<file path="src/rtl/uart_pkg.sv">
// Shared UART definitions: FSM state encoding, default link timing and the
// bit-timer sample-point helper used by receiver and transmitter.
package uart_pkg;

  localparam int unsigned DEF_CLKS_PER_BIT = 32'd16;
  localparam int unsigned DEF_DATA_BITS    = 32'd8;

  typedef enum logic [2:0] {
    ST_IDLE   = 3'd0,
    ST_START  = 3'd1,
    ST_DATA   = 3'd2,
    ST_PARITY = 3'd3,
    ST_STOP   = 3'd4,
    ST_BREAK  = 3'd5
  } uart_state_e;

  // Start bit is sampled after half a bit; all later bits one full bit apart.
  function automatic int unsigned mid_count(input int unsigned clks_per_bit,
                                            input logic half_bit);
    int unsigned cmp;
    if (half_bit) begin
      cmp = clks_per_bit / 32'd2 - 32'd1;
    end else begin
      cmp = clks_per_bit - 32'd1;
    end
    return cmp;
  endfunction

endpackage

</file>
<file path="src/rtl/uart_baud_timer.sv">
// Free-running bit timer: counts 0..CLKS_PER_BIT-1, restartable, and flags the
// sample point (half-bit or full-bit compare selected by half_bit).
module uart_baud_timer
  import uart_pkg::*;
#(
  parameter int unsigned CLKS_PER_BIT = DEF_CLKS_PER_BIT
) (
  input  logic clk,
  input  logic rst,
  input  logic restart,
  input  logic half_bit,
  output logic mid
);

  localparam int TICK_W = $clog2(CLKS_PER_BIT);
  localparam logic [TICK_W-1:0] TICK_LAST = TICK_W'(CLKS_PER_BIT - 32'd1);
  localparam logic [TICK_W-1:0] MID_HALF  = TICK_W'(mid_count(CLKS_PER_BIT, 1'b1));
  localparam logic [TICK_W-1:0] MID_FULL  = TICK_W'(mid_count(CLKS_PER_BIT, 1'b0));

  logic [TICK_W-1:0] tick_cnt_r;

  // Tick counter with synchronous restart and wrap at the end of a bit.
  always_ff @(posedge clk or posedge rst) begin
    if (rst) begin
      tick_cnt_r <= {TICK_W{1'b0}};
    end else if (restart) begin
      tick_cnt_r <= {TICK_W{1'b0}};
    end else if (tick_cnt_r == TICK_LAST) begin
      tick_cnt_r <= {TICK_W{1'b0}};
    end else begin
      tick_cnt_r <= tick_cnt_r + TICK_W'(1);
    end
  end

  assign mid = half_bit ? (tick_cnt_r == MID_HALF) : (tick_cnt_r == MID_FULL);

endmodule

</file>
<file path="src/rtl/uart_rx.sv">
// UART receiver: LSB-first frames with start/stop framing, break hold-off and
// optional parity bit enabled by the UART_RX_PARITY_EN macro.
module uart_rx
  import uart_pkg::*;
#(
  parameter int unsigned DATA_BITS    = DEF_DATA_BITS,
  parameter int unsigned CLKS_PER_BIT = DEF_CLKS_PER_BIT
`ifdef UART_RX_PARITY_EN
  , parameter bit        PARITY_ODD   = 1'b0
`endif
) (
  input  logic                 clk,
  input  logic                 rst,
  input  logic                 rxd,
  output logic [DATA_BITS-1:0] rxd_data,
  output logic                 rxd_valid,
  output logic                 busy,
  output logic                 frame_err,
  output logic                 parity_err
);

  localparam int BIT_W = $clog2(DATA_BITS + 32'd1);
  localparam logic [BIT_W-1:0] BIT_LAST = BIT_W'(DATA_BITS - 32'd1);

  uart_state_e          state_r;
  uart_state_e          state_nxt_s;
  logic                 rxd_meta_r;
  logic                 rxd_sync_r;
  logic                 rxd_s;
  logic [DATA_BITS-1:0] shift_r;
  logic [DATA_BITS-1:0] shift_nxt_s;
  logic [BIT_W-1:0]     bit_cnt_r;
  logic                 mid_s;
  logic                 timer_restart_s;
  logic                 timer_half_s;
  logic                 shift_en_s;
  logic                 bit_clr_s;
  logic                 par_en_s;
  logic                 out_load_s;

  // Two-flop synchroniser; idles high so reset never looks like a start bit.
  always_ff @(posedge clk or posedge rst) begin
    if (rst) begin
      rxd_meta_r <= 1'b1;
      rxd_sync_r <= 1'b1;
    end else begin
      rxd_meta_r <= rxd;
      rxd_sync_r <= rxd_meta_r;
    end
  end

  assign rxd_s        = rxd_sync_r;
  assign timer_half_s = (state_r == ST_START);

  uart_baud_timer #(
    .CLKS_PER_BIT(CLKS_PER_BIT)
  ) u_timer (
    .clk     (clk),
    .rst     (rst),
    .restart (timer_restart_s),
    .half_bit(timer_half_s),
    .mid     (mid_s)
  );

  // Next-state and per-cycle strobes.
  always_comb begin
    state_nxt_s     = state_r;
    timer_restart_s = 1'b0;
    shift_en_s      = 1'b0;
    bit_clr_s       = 1'b0;
    par_en_s        = 1'b0;
    out_load_s      = 1'b0;
    case (state_r)
      ST_IDLE: begin
        timer_restart_s = 1'b1;
        if (!rxd_s) begin
          state_nxt_s = ST_START;
        end else begin
          state_nxt_s = ST_IDLE;
        end
      end
      ST_START: begin
        if (mid_s) begin
          // Re-align the timer so data bits are sampled one full bit apart.
          timer_restart_s = 1'b1;
          if (rxd_s) begin
            state_nxt_s = ST_IDLE;
          end else begin
            state_nxt_s = ST_DATA;
            bit_clr_s   = 1'b1;
          end
        end else begin
          state_nxt_s = ST_START;
        end
      end
      ST_DATA: begin
        if (mid_s) begin
          shift_en_s = 1'b1;
          if (bit_cnt_r == BIT_LAST) begin
`ifdef UART_RX_PARITY_EN
            state_nxt_s = ST_PARITY;
`else
            state_nxt_s = ST_STOP;
`endif
          end else begin
            state_nxt_s = ST_DATA;
          end
        end else begin
          state_nxt_s = ST_DATA;
        end
      end
      ST_PARITY: begin
`ifdef UART_RX_PARITY_EN
        if (mid_s) begin
          par_en_s    = 1'b1;
          state_nxt_s = ST_STOP;
        end else begin
          state_nxt_s = ST_PARITY;
        end
`else
        state_nxt_s = ST_IDLE;
`endif
      end
      ST_STOP: begin
        if (mid_s) begin
          out_load_s = 1'b1;
          if (rxd_s) begin
            state_nxt_s = ST_IDLE;
          end else begin
            state_nxt_s = ST_BREAK;
          end
        end else begin
          state_nxt_s = ST_STOP;
        end
      end
      ST_BREAK: begin
        if (rxd_s) begin
          state_nxt_s = ST_IDLE;
        end else begin
          state_nxt_s = ST_BREAK;
        end
      end
      default: begin
        state_nxt_s = ST_IDLE;
      end
    endcase
  end

  // New bits enter at the MSB so the first bit ends up at bit 0.
  always_comb begin
    shift_nxt_s                = shift_r >> 1'b1;
    shift_nxt_s[DATA_BITS-1]   = rxd_s;
  end

  // State, datapath and registered outputs.
  always_ff @(posedge clk or posedge rst) begin
    if (rst) begin
      state_r   <= ST_IDLE;
      shift_r   <= {DATA_BITS{1'b0}};
      bit_cnt_r <= {BIT_W{1'b0}};
      rxd_data  <= {DATA_BITS{1'b0}};
      rxd_valid <= 1'b0;
      busy      <= 1'b0;
      frame_err <= 1'b0;
    end else begin
      state_r   <= state_nxt_s;
      rxd_valid <= out_load_s;
      busy      <= (state_nxt_s != ST_IDLE);
      if (shift_en_s) begin
        shift_r <= shift_nxt_s;
      end
      if (bit_clr_s) begin
        bit_cnt_r <= {BIT_W{1'b0}};
      end else if (shift_en_s) begin
        bit_cnt_r <= bit_cnt_r + BIT_W'(1);
      end
      if (out_load_s) begin
        rxd_data  <= shift_r;
        frame_err <= ~rxd_s;
      end
    end
  end

`ifdef UART_RX_PARITY_EN
  logic par_bit_r;
  logic parity_err_r;

  function automatic logic parity_mismatch(input logic [DATA_BITS-1:0] data,
                                           input logic par_bit,
                                           input logic odd);
    return (^data) ^ par_bit ^ odd;
  endfunction

  // Captured parity bit and its check, published with the frame.
  always_ff @(posedge clk or posedge rst) begin
    if (rst) begin
      par_bit_r    <= 1'b0;
      parity_err_r <= 1'b0;
    end else begin
      if (par_en_s) begin
        par_bit_r <= rxd_s;
      end
      if (out_load_s) begin
        parity_err_r <= parity_mismatch(shift_r, par_bit_r, PARITY_ODD);
      end
    end
  end

  assign parity_err = parity_err_r;
`else
  logic unused_par_s;
  assign unused_par_s = par_en_s;
  assign parity_err   = 1'b0;
`endif

endmodule

</file>
<file path="config.mk">
export PLATFORM = sky130hd
export DESIGN_NAME = uart_rx
export DESIGN_NICKNAME = d
export VERILOG_FILES = /design/src/rtl/uart_pkg.sv /design/src/rtl/uart_baud_timer.sv /design/src/rtl/uart_rx.sv
export SDC_FILE = /design/constraint.sdc
export NUM_CORES = 1
export LEC_CHECK = 0
export CAP_MARGIN = 10
export CORE_ASPECT_RATIO = 0.75
export CORE_UTILIZATION = 54
export DETAILED_ROUTE_END_ITERATION = 7
export PLACE_DENSITY = 0.77
export SYNTH_ARGS = -nofsm -noshare
export SYNTH_HDL_FRONTEND = slang
export SYNTH_HIERARCHICAL = 1
export SYNTH_SLANG_ARGS = --single-unit
</file>
<file path="constraint.sdc">
create_clock -name clk -period 2.8 [get_ports clk]
set_clock_uncertainty 0.1 [all_clocks]
set_input_delay 0.28 -clock clk [delete_from_list [all_inputs] [get_ports clk]]
set_output_delay 0.28 -clock clk [all_outputs]
set_load 0.05 [all_outputs]
</file>
# Word level (Yosys, flattened, before mapping)
# Index checks and enable logic that the tools add are counted.
[word_totals]
reg_bits = 32
output_inout_bits = 12
[op_classes]
add_sub_neg = 2
n_eq_ne = 7
n_mux = 20
bitwise_logic = 1
n_reduce_logical = 3
[op_table]
columns = ["cell", "count"]
rows = [
  ["4-bit 2-to-1 mux", 4],
  ["3-bit 2-to-1 mux", 5],
  ["3-bit one-hot mux with 5 select lines", 1],
  ["4-bit by 1-bit adder with 4-bit output, second input constant", 2],
  ["4-bit by 3-bit == test with 1-bit output, second input constant", 2],
  ["1-bit 2-to-1 mux", 8],
  ["3-bit == test, second input constant", 2],
  ["4-bit == test, second input constant", 1],
  ["3-bit by 1-bit == test with 1-bit output, second input constant", 1],
  ["3-bit by 2-bit == test with 1-bit output, second input constant", 1],
  ["3-bit logical NOT", 1],
  ["3-bit nonzero test", 1],
  ["2-bit 2-to-1 mux", 1],
  ["1-bit one-hot mux with 2 select lines", 1],
  ["2-bit nonzero test", 1],
  ["1-bit inverter", 1],
]

# Logic depth before layout (Yosys ltp)
# Gate-level depths: netlist of the first run.
[depth]
word_depth = 6
ltp_mapped = 10
depth_no_buf = 7

# By module
# The synthesis of the first run kept the hierarchy.
[modules_own_cells]
columns = ["module", "instances", "cells_each", "area_each_um2", "seq_area_each_um2"]
rows = [
  ["uart_rx", 1, 95, 1221.2, 703.2],
  ["uart_baud_timer", 1, 17, 186.4, 100.1],
]

# Least setup slack after synthesis of the first run
# No wires, ideal clock.
[synth_path]
path_kind = "register -> register"
startpoint = "register state_r[2]"
endpoint = "register rxd_data[0]"
arrival_ns = 1.977
required_time_ns = 2.575
slack_ns = 0.598
path_stages_with_launch = 11
path_buffers = 3
synth_period_minus_slack_ns = 2.202
cell_sequence = "dfrtp_1 -> buf_6 -> nand2b_1 -> nor2_1 -> xor2_1 -> and3_1 -> buf_4 -> nand2b_1 -> nor3b_1 -> buf_4 -> mux2_2"
[synth_via]
elab_chain_len = 4
elab_cells_between_ends = 5
classes_between = "eq/ne (2); mux (3)"
[synth_rtl]
columns = ["element", "line", "source"]
rows = [
  ["start, declared", "uart_rx.sv:25", "uart_state_e state_r;"],
  ["start signal, assigned", "uart_rx.sv:166", "state_r <= state_nxt_s;"],
  ["3-bit by 1-bit == test with 1-bit output", "uart_rx.sv:53", "assign timer_half_s = (state_r == ST_START);"],
  ["via timer_half_s", "uart_rx.sv:35", "logic timer_half_s;"],
  ["1-bit 2-to-1 mux", "uart_baud_timer.sv:35", "assign mid = half_bit ? (tick_cnt_r == MID_HALF) : (tick_cnt_r == MID_FULL);"],
  ["via mid_s", "uart_rx.sv:33", "logic mid_s;"],
  ["1-bit 2-to-1 mux", "uart_rx.sv:125", "if (mid_s) begin"],
  ["1-bit 2-to-1 mux", "uart_rx.sv:73", "case (state_r)"],
  ["via out_load_s", "uart_rx.sv:39", "logic out_load_s;"],
  ["end signal, assigned", "uart_rx.sv:161", "rxd_data <= {DATA_BITS{1'b0}};"],
  ["end signal, assigned", "uart_rx.sv:178", "rxd_data <= shift_r;"],
  ["end, declared", "uart_rx.sv:15", "output logic [DATA_BITS-1:0] rxd_data,"],
]
# The timed path passes the listed nets, and every way through them passes these cells.
# A chain may end at the register's enable or synchronous reset.

# Final worst setup path of the first run
[layout_path]
startpoint = "register state_r[2]"
endpoint = "register rxd_data[2]"
[layout_via]
elab_chain_len = 4
elab_cells_between_ends = 5
classes_between = "eq/ne (2); mux (3)"
[layout_rtl]
columns = ["element", "line"]
rows = [
  ["3-bit by 1-bit == test with 1-bit output", "uart_rx.sv:53"],
  ["via timer_half_s", "uart_rx.sv:35"],
  ["1-bit 2-to-1 mux", "uart_baud_timer.sv:35"],
  ["via mid_s", "uart_rx.sv:33"],
  ["1-bit 2-to-1 mux", "uart_rx.sv:125"],
  ["1-bit 2-to-1 mux", "uart_rx.sv:73"],
]
# The timed path passes the listed nets, and every way through them passes these cells.

==> out/qor.yml, run 1 <==
setup_path:
  critical_path_class: "flop to flop"
  critPathCaptureType: "flop"
  worstPathCellList: "nand2b_1, nor2_1, xor2_1, and3_1, nand2b_1, nor3b_1, buf_4, mux2_2"
  critical_path.startpoint_type: "flop"
  cp.required_ns: 2.92
  cpPeakStageDelay_ns: 0.49
  worstPathArrival_ns: 2.63
  r2r_slack_ns: 0.29
  path_max_fanout: 10
  slowest_stage: "dfrtp_1"
  cpMostUsedCell: "nand2b_1"
power_and_ir_drop:
  power.density_nw_per_um2: 695
  p_leak_nw: 0.732
  vdd_drop_max_v: 0.000376
synthesis:
  synth_cell_types: 37
  yosysWarnings: 6
  yosys-top-cells-area: "dfrtp_1, mux2_2, dfstp_2"
  synth_top_area_frac: 0.533
  ys_seq_area_frac: 0.571
  synthCells: 112
  synth_top_area_cell: "dfrtp_1"
  ys_seq_elements: 32
  syn_avg_cell_area_sq_um: 12.6
  syn_area_sq_um: 1410
  synth_nets: 117
clock_network:
  numCtsBuffers: 5
  post-cts-setup-buffer-count: 0
  cts_root_buf: "clkbuf_4"
  clk_pin_slew_ns: 0.10
  cts_tree: "done"
  htreeDepth: 2
  cts-hold-fix-buffers: 0
  cts.sinks: 32
  cts_resized: 0
  insertion_delay_ns: 0.33
  cts_max_path_buffers: 2
run_status:
  status: "complete, no violations"
layout:
  syn2layout_area_growth_pct: 15.2
  final_common_cell: "dfrtp_1"
  nets: 132
  drive_above_1_share: 0.250
  diodes: 0
  layout_common_cells: "dfrtp_1, mux2_2, clkdlybuf4s50_1"
  final_area_sq_um: 1620
drt:
  dr_total_vias: 878
  drt_iter0_drc: 78
  dr.pass1.iters: 4
  postRouteAntennaNets: 0
  drcViolationCount: 0
  wl_mm: 2.40
  routedWlPerCell_microns: 14.8
  routed_via_density: 5.42
place:
  dpl.hpwl_mm: 1.68
  port_buffers: 13
  placed_area_sq_um: 1540
  gp_congestion: 0.741
floorplanning:
  dieHeight_microns: 46.2
  io-pin-count: 15
  core_sq_um: 2380
  start_util: 0.591
  rows: 15
  die_x_microns: 61.0
  dieArea_sq_um: 2820
min_path:
  hp-class: "input pin to async pin"
global_route:
  antenna_found_initial: 0
  grt_pass1_wl_mm: 4.00
  grt_pass1_vias: 822
  grt_max_degree: 29
  grtUsageTotal: 0.216
  grt-ovfl-total: 0
sta:
  maxSlewHeadroom: 0.576
  rsz0062_at_grt: "no"
  worst_pin_slew_ns: 0.633
  layout_min_cycle_time_ns: 2.51
  drv_slew: 0
  setup_viol: 0
  finalHoldViolations: 0
  fin_setup_tns_ns: 0
  fmax_ghz: 0.399
  post-route-period-util: 0.895
run:
  maxCapViolations: 0
[metal layers]
| metal | vias up | track usage | routed length [microns] |
|---|---|---|---|
| met1 | 443 | 0.298 | 1150 |
| li1 | 417 | - | - |
| met5 | - | 0 | 0 |
| met3 | 5 | 0.0927 | 77 |
| met4 | 0 | 0.0818 | 27 |
| met2 | 13 | 0.301 | 1150 |
[Yosys cell counts, drive strengths merged]
library cell and instances:
and2 1, nand2 4, nand4 1, nor3b 1, nor3 2, inv 5
a2111oi 1, buf 6, a41oi 1, nor2 9, and4bb 1, o21a 2
xnor2 2, xor2 1, o21bai 1, and3 2, a21oi 3, o21ai 3
ha 2, nand4bb 1, mux2 16, mux2i 2, dfstp 2, a311oi 1
nor2b 2, nand2b 2, clkbuf 1, nor4 1, a211oi 1, dfrtp 30
o22ai 2, conb 1, nand4b 2
[worst max-delay path: cells and delay by family, from the launching register on]
kind                      cells  cell delay [ns]
xor gates and xnor gates      1             0.15
muxes                         1             0.35
and+or+nand+nor               5             1.08
DFF                           1             0.49
buffers and inverters         1             0.22
[sequential cells by signal, summed over array words and instances, names as in the netlist]
register and count:
rxd_meta_r 1, bit_cnt_r 4, shift_r 8, u_timer/tick_cnt_r 4, rxd_valid 1, rxd_data 8
frame_err 1, rxd_s 1, state_r 3, busy 1
[stage by stage]
| stage | util | hold WS (ns) | setup WS, ns | cells | power (mW) |
|---|---|---|---|---|---|
| 6_report | 0.680 | 0.0613 | 0.294 | 162 | 1.13 |
| 5_1_grt | 0.680 | 0.0675 | 0.0682 | 162 | 1.19 |
| 4_1_cts | 0.680 | 0.0588 | 0.284 | 162 | 1.13 |
| 3_5_place_dp | 0.647 | 0.249 | 0.304 | 154 | 0.787 |
| 3_3_place_gp | 0.647 | 0.249 | 0.458 | 154 | 0.763 |
| 2_1_floorplan | - | -0.0539 | 0.598 | 112 | 0.732 |
[report_power, final]
part,internal (mW),switching (mW)
Sequential,0.509,0.0691
Combinational,0.0918,0.112
Clock,0.186,0.160
Total,0.787,0.341
[path summary, 6_finish.rpt]
check                                 from                     to  cells past startpoint
worst max-delay path            state_r[2]            rxd_data[2]                      8
worst min-delay path                   rst  u_timer/tick_cnt_r[2]                      2
worst max register to register  state_r[2]            rxd_data[2]                      8
worst min register to register  rxd_meta_r                  rxd_s                      0
max in group asynchronous              rst                  rxd_s                      3
min in group clk                       rxd             rxd_meta_r                      1
[cell type report]
class                           count  area, sq um
Clock buffer                        5         37.5
Multi-Input combinational cell     68          532
Clock inverter                      3         42.5
Inverter                            5         18.8
Sequential cell                    32          803
Timing Repair Buffer               15          145
Fill cell                         192          762
Tap cell                           34         42.5
[kinds of logic (layout without fill, tap and decap cells)]
kind of cell,after synthesis,count (layout),synth area share
xor gates and xnor gates,3,3,0.0187
AOI/OAI and AO/OA,15,15,0.0702
muxes,18,18,0.142
adders and majority gates,2,2,0.0178
other,1,1,0.00266
buffers and inverters,12,28,0.0515
and+or+nand+nor,29,29,0.126
DFF,32,32,0.571
(Power assumes the default switching activity.)
==> inputs of run 2 (changes only) <==
Clock period 2.8 ns to 2.5 ns, I/O delays scaled along.
==> out/qor.yml, run 2 (synthesis gave the netlist of run 1 again) <==
power_and_ir_drop:
  total_power_mw: 1.28  # was 1.13 mW
  intPower_mw: 0.898  # was 0.787 mW
  clkPwrFrac: 0.306  # was 0.307
  switching_power_mw: 0.378  # was 0.341 mW
  power.density_nw_per_um2: 765  # was 695 nW/um^2
  vdd_drop_max_v: 0.000495  # was 0.000376 V
  power_frac_comb: 0.212  # was 0.181
  p_leak_nw: 0.762  # was 0.732 nW
  pwr-share-seq: 0.481  # was 0.513
  switching_share: 0.296  # was 0.302
global_route:
  grt_max_degree: 29  # unchanged
  antenna_found_initial: 0  # unchanged
  grt-ovfl-total: 0  # unchanged
  grtUsageTotal: 0.217  # was 0.216
  grt_pass1_vias: 831  # was 822
  grt_pass1_wl_mm: 4.10  # was 4.00 mm
sta:
  drv_slew: 0  # unchanged
  fin_setup_tns_ns: 0  # unchanged
  post-route-period-util: 0.906  # was 0.895
  finalWorstSetupSlack_ns: 0.235  # was 0.294 ns
  maxSlewHeadroom: 0.650  # was 0.576
  layout_min_cycle_time_ns: 2.26  # was 2.51 ns
  finalHoldViolations: 0  # unchanged
  rsz0062_at_grt: "no"  # unchanged
  fmax_ghz: 0.442  # was 0.399 GHz
  setup_viol: 0  # unchanged
  holdWs_ns: 0.206  # was 0.0613 ns
  worst_pin_slew_ns: 0.523  # was 0.633 ns
clock_network:
  cts_tree: "done"  # unchanged
  cts_root_buf: "clkbuf_4"  # unchanged
  insertion_delay_ns: 0.33  # about the same
  numCtsBuffers: 5  # unchanged
  cts_max_path_buffers: 2  # unchanged
  htreeDepth: 2  # unchanged
  clk_pin_slew_ns: 0.10  # about the same
  post-cts-setup-buffer-count: 0  # unchanged
  cts.sinks: 32  # unchanged
  cts-hold-fix-buffers: 1  # was 0
  cts_resized: 0  # unchanged
setup_path:
  critPathCaptureType: "flop"  # unchanged
  r2r_slack_ns: 0.24  # was 0.29 ns
  worstReg2RegEnd: "shift_r[4]"  # was rxd_data[2]
  r2r_start: "state_r[2]"  # unchanged
  worstPathArrival_ns: 2.39  # was 2.63 ns
  cp.required_ns: 2.63  # was 2.92 ns
  r2r_cells: 7  # was 8
  critical_path_class: "flop to flop"  # unchanged
  path_max_fanout: 12  # was 10
  critical_path.startpoint_type: "flop"  # unchanged
layout:
  layout.cells.non_filler: 168  # was 162
  multi_input_area_sq_um: 532  # unchanged
  final_common_cell: "dfrtp_1"  # unchanged
  reg.largest.list: "rxd_data x8, shift_r x8"  # unchanged
  diodes: 0  # unchanged
  drive_above_1_share: 0.276  # was 0.250
  seqCellArea_sq_um: 803  # unchanged
  fillerInstances: 191  # was 192
  nets: 138  # was 132
  layout_common_cells: "dfrtp_1, mux2_2, clkdlybuf4s50_1"  # unchanged
  syn2layout_area_growth_pct: 18.6  # was 15.2%
drt:
  postRouteAntennaNets: 0  # unchanged
  drcViolationCount: 0  # unchanged
  dr.pass1.iters: 4  # unchanged
  routedWlPerCell_microns: 14.6  # was 14.8 microns
  drt_iter0_drc: 77  # was 78
  wl_mm: 2.45  # was 2.40 mm
  routed_via_density: 5.30  # was 5.42
  dr_total_vias: 891  # was 878
min_path:
  worstHoldStart: "rxd"
  hp-class: "input pin to flop"  # was input pin to async pin
  holdPathEnd: "rxd_meta_r"
  min_path_cells: 1
floorplanning:
  dieHeight_microns: 46.2  # unchanged
  io-pin-count: 15  # unchanged
  core_sq_um: 2380  # unchanged
  dieArea_sq_um: 2820  # unchanged
  rows: 15  # unchanged
  start_util: 0.591  # unchanged
  die_x_microns: 61.0  # unchanged
place:
  port_buffers: 13  # unchanged
  placedCellCount: 159  # was 154
  gp_congestion: 0.761  # was 0.741
  dpl.hpwl_mm: 1.75  # was 1.68 mm
  post-place-ws_ns: 0.239  # was 0.304 ns
run:
  maxCapViolations: 0  # unchanged
run_status:
  status: "complete, no violations"  # unchanged
[run 2: changes by cell type in the layout (fill, tap and decap cells not counted), sizes merged]
cell and change:
dlygate4sd3 +1, buf +5
[run 2: power by group through the flow]
stage	clock network, mW	registers [mW]	logic (mW)
after floorplan	0	0.632	0.188
after global placement	0	0.622	0.256
after detailed placement	0	0.623	0.270
after CTS	0.405	0.614	0.270
after global routing	0.428	0.621	0.300
final	0.391	0.614	0.271
[run 2: metrics by stage]
step | util | instance area (sq um)
after floorplan | - | 1410
after global placement | 0.662 | 1580
after detailed placement | 0.662 | 1580
after CTS | 0.700 | 1670
after global routing | 0.700 | 1670
final | 0.700 | 1670
[run 2: worst max-delay path by stage]
stage / start / to / slack, ns
2_1_floorplan: state_r[2] / rxd_data[0] / 0.30
3_3_place_gp: state_r[2] / rxd_data[4] / 0.34
3_5_place_dp: state_r[2] / rxd_data[1] / 0.24
4_1_cts: state_r[2] / rxd_data[1] / 0.21
5_1_grt: state_r[2] / rxd_data[1] / 0.09
6_report: state_r[2] / shift_r[4] / 0.24
[run 2: area by class of cell]
cell class                 count  share of cell area
inverter                       5              0.0112
tap                           34              0.0255
sequential                    32               0.481
clock buffer                   5              0.0225
clock inverter                 3              0.0255
timing repair buffer          21               0.115
multi-input combinational     68               0.319
[run 2: per-layer routing]
metal / vias to the layer above / GRT usage / share of wire
li1: 430 / - / -
met1: 436 / 0.301 / 0.47
met2: 21 / 0.299 / 0.47
met3: 4 / 0.0730 / 0.056
met4: 0 / 0.118 / 0.011
met5: - / 0 / 0
[run 2: critical path, stage by stage (launching register included)]
cell	delay (ns)
dfrtp_1	0.39
nand2b_1	0.20
nor2_1	0.15
xor2_1	0.16
and3_1	0.19
buf_4	0.15
and4bb_2	0.43
mux2_2	0.38
==> inputs of run 3 (changes only) <==
Settings changed: CTS_CLUSTER_DIAMETER set to 200.
==> results of run 3 <==
Same layout as run 2: the final DEF is identical, and so are final timing and power.
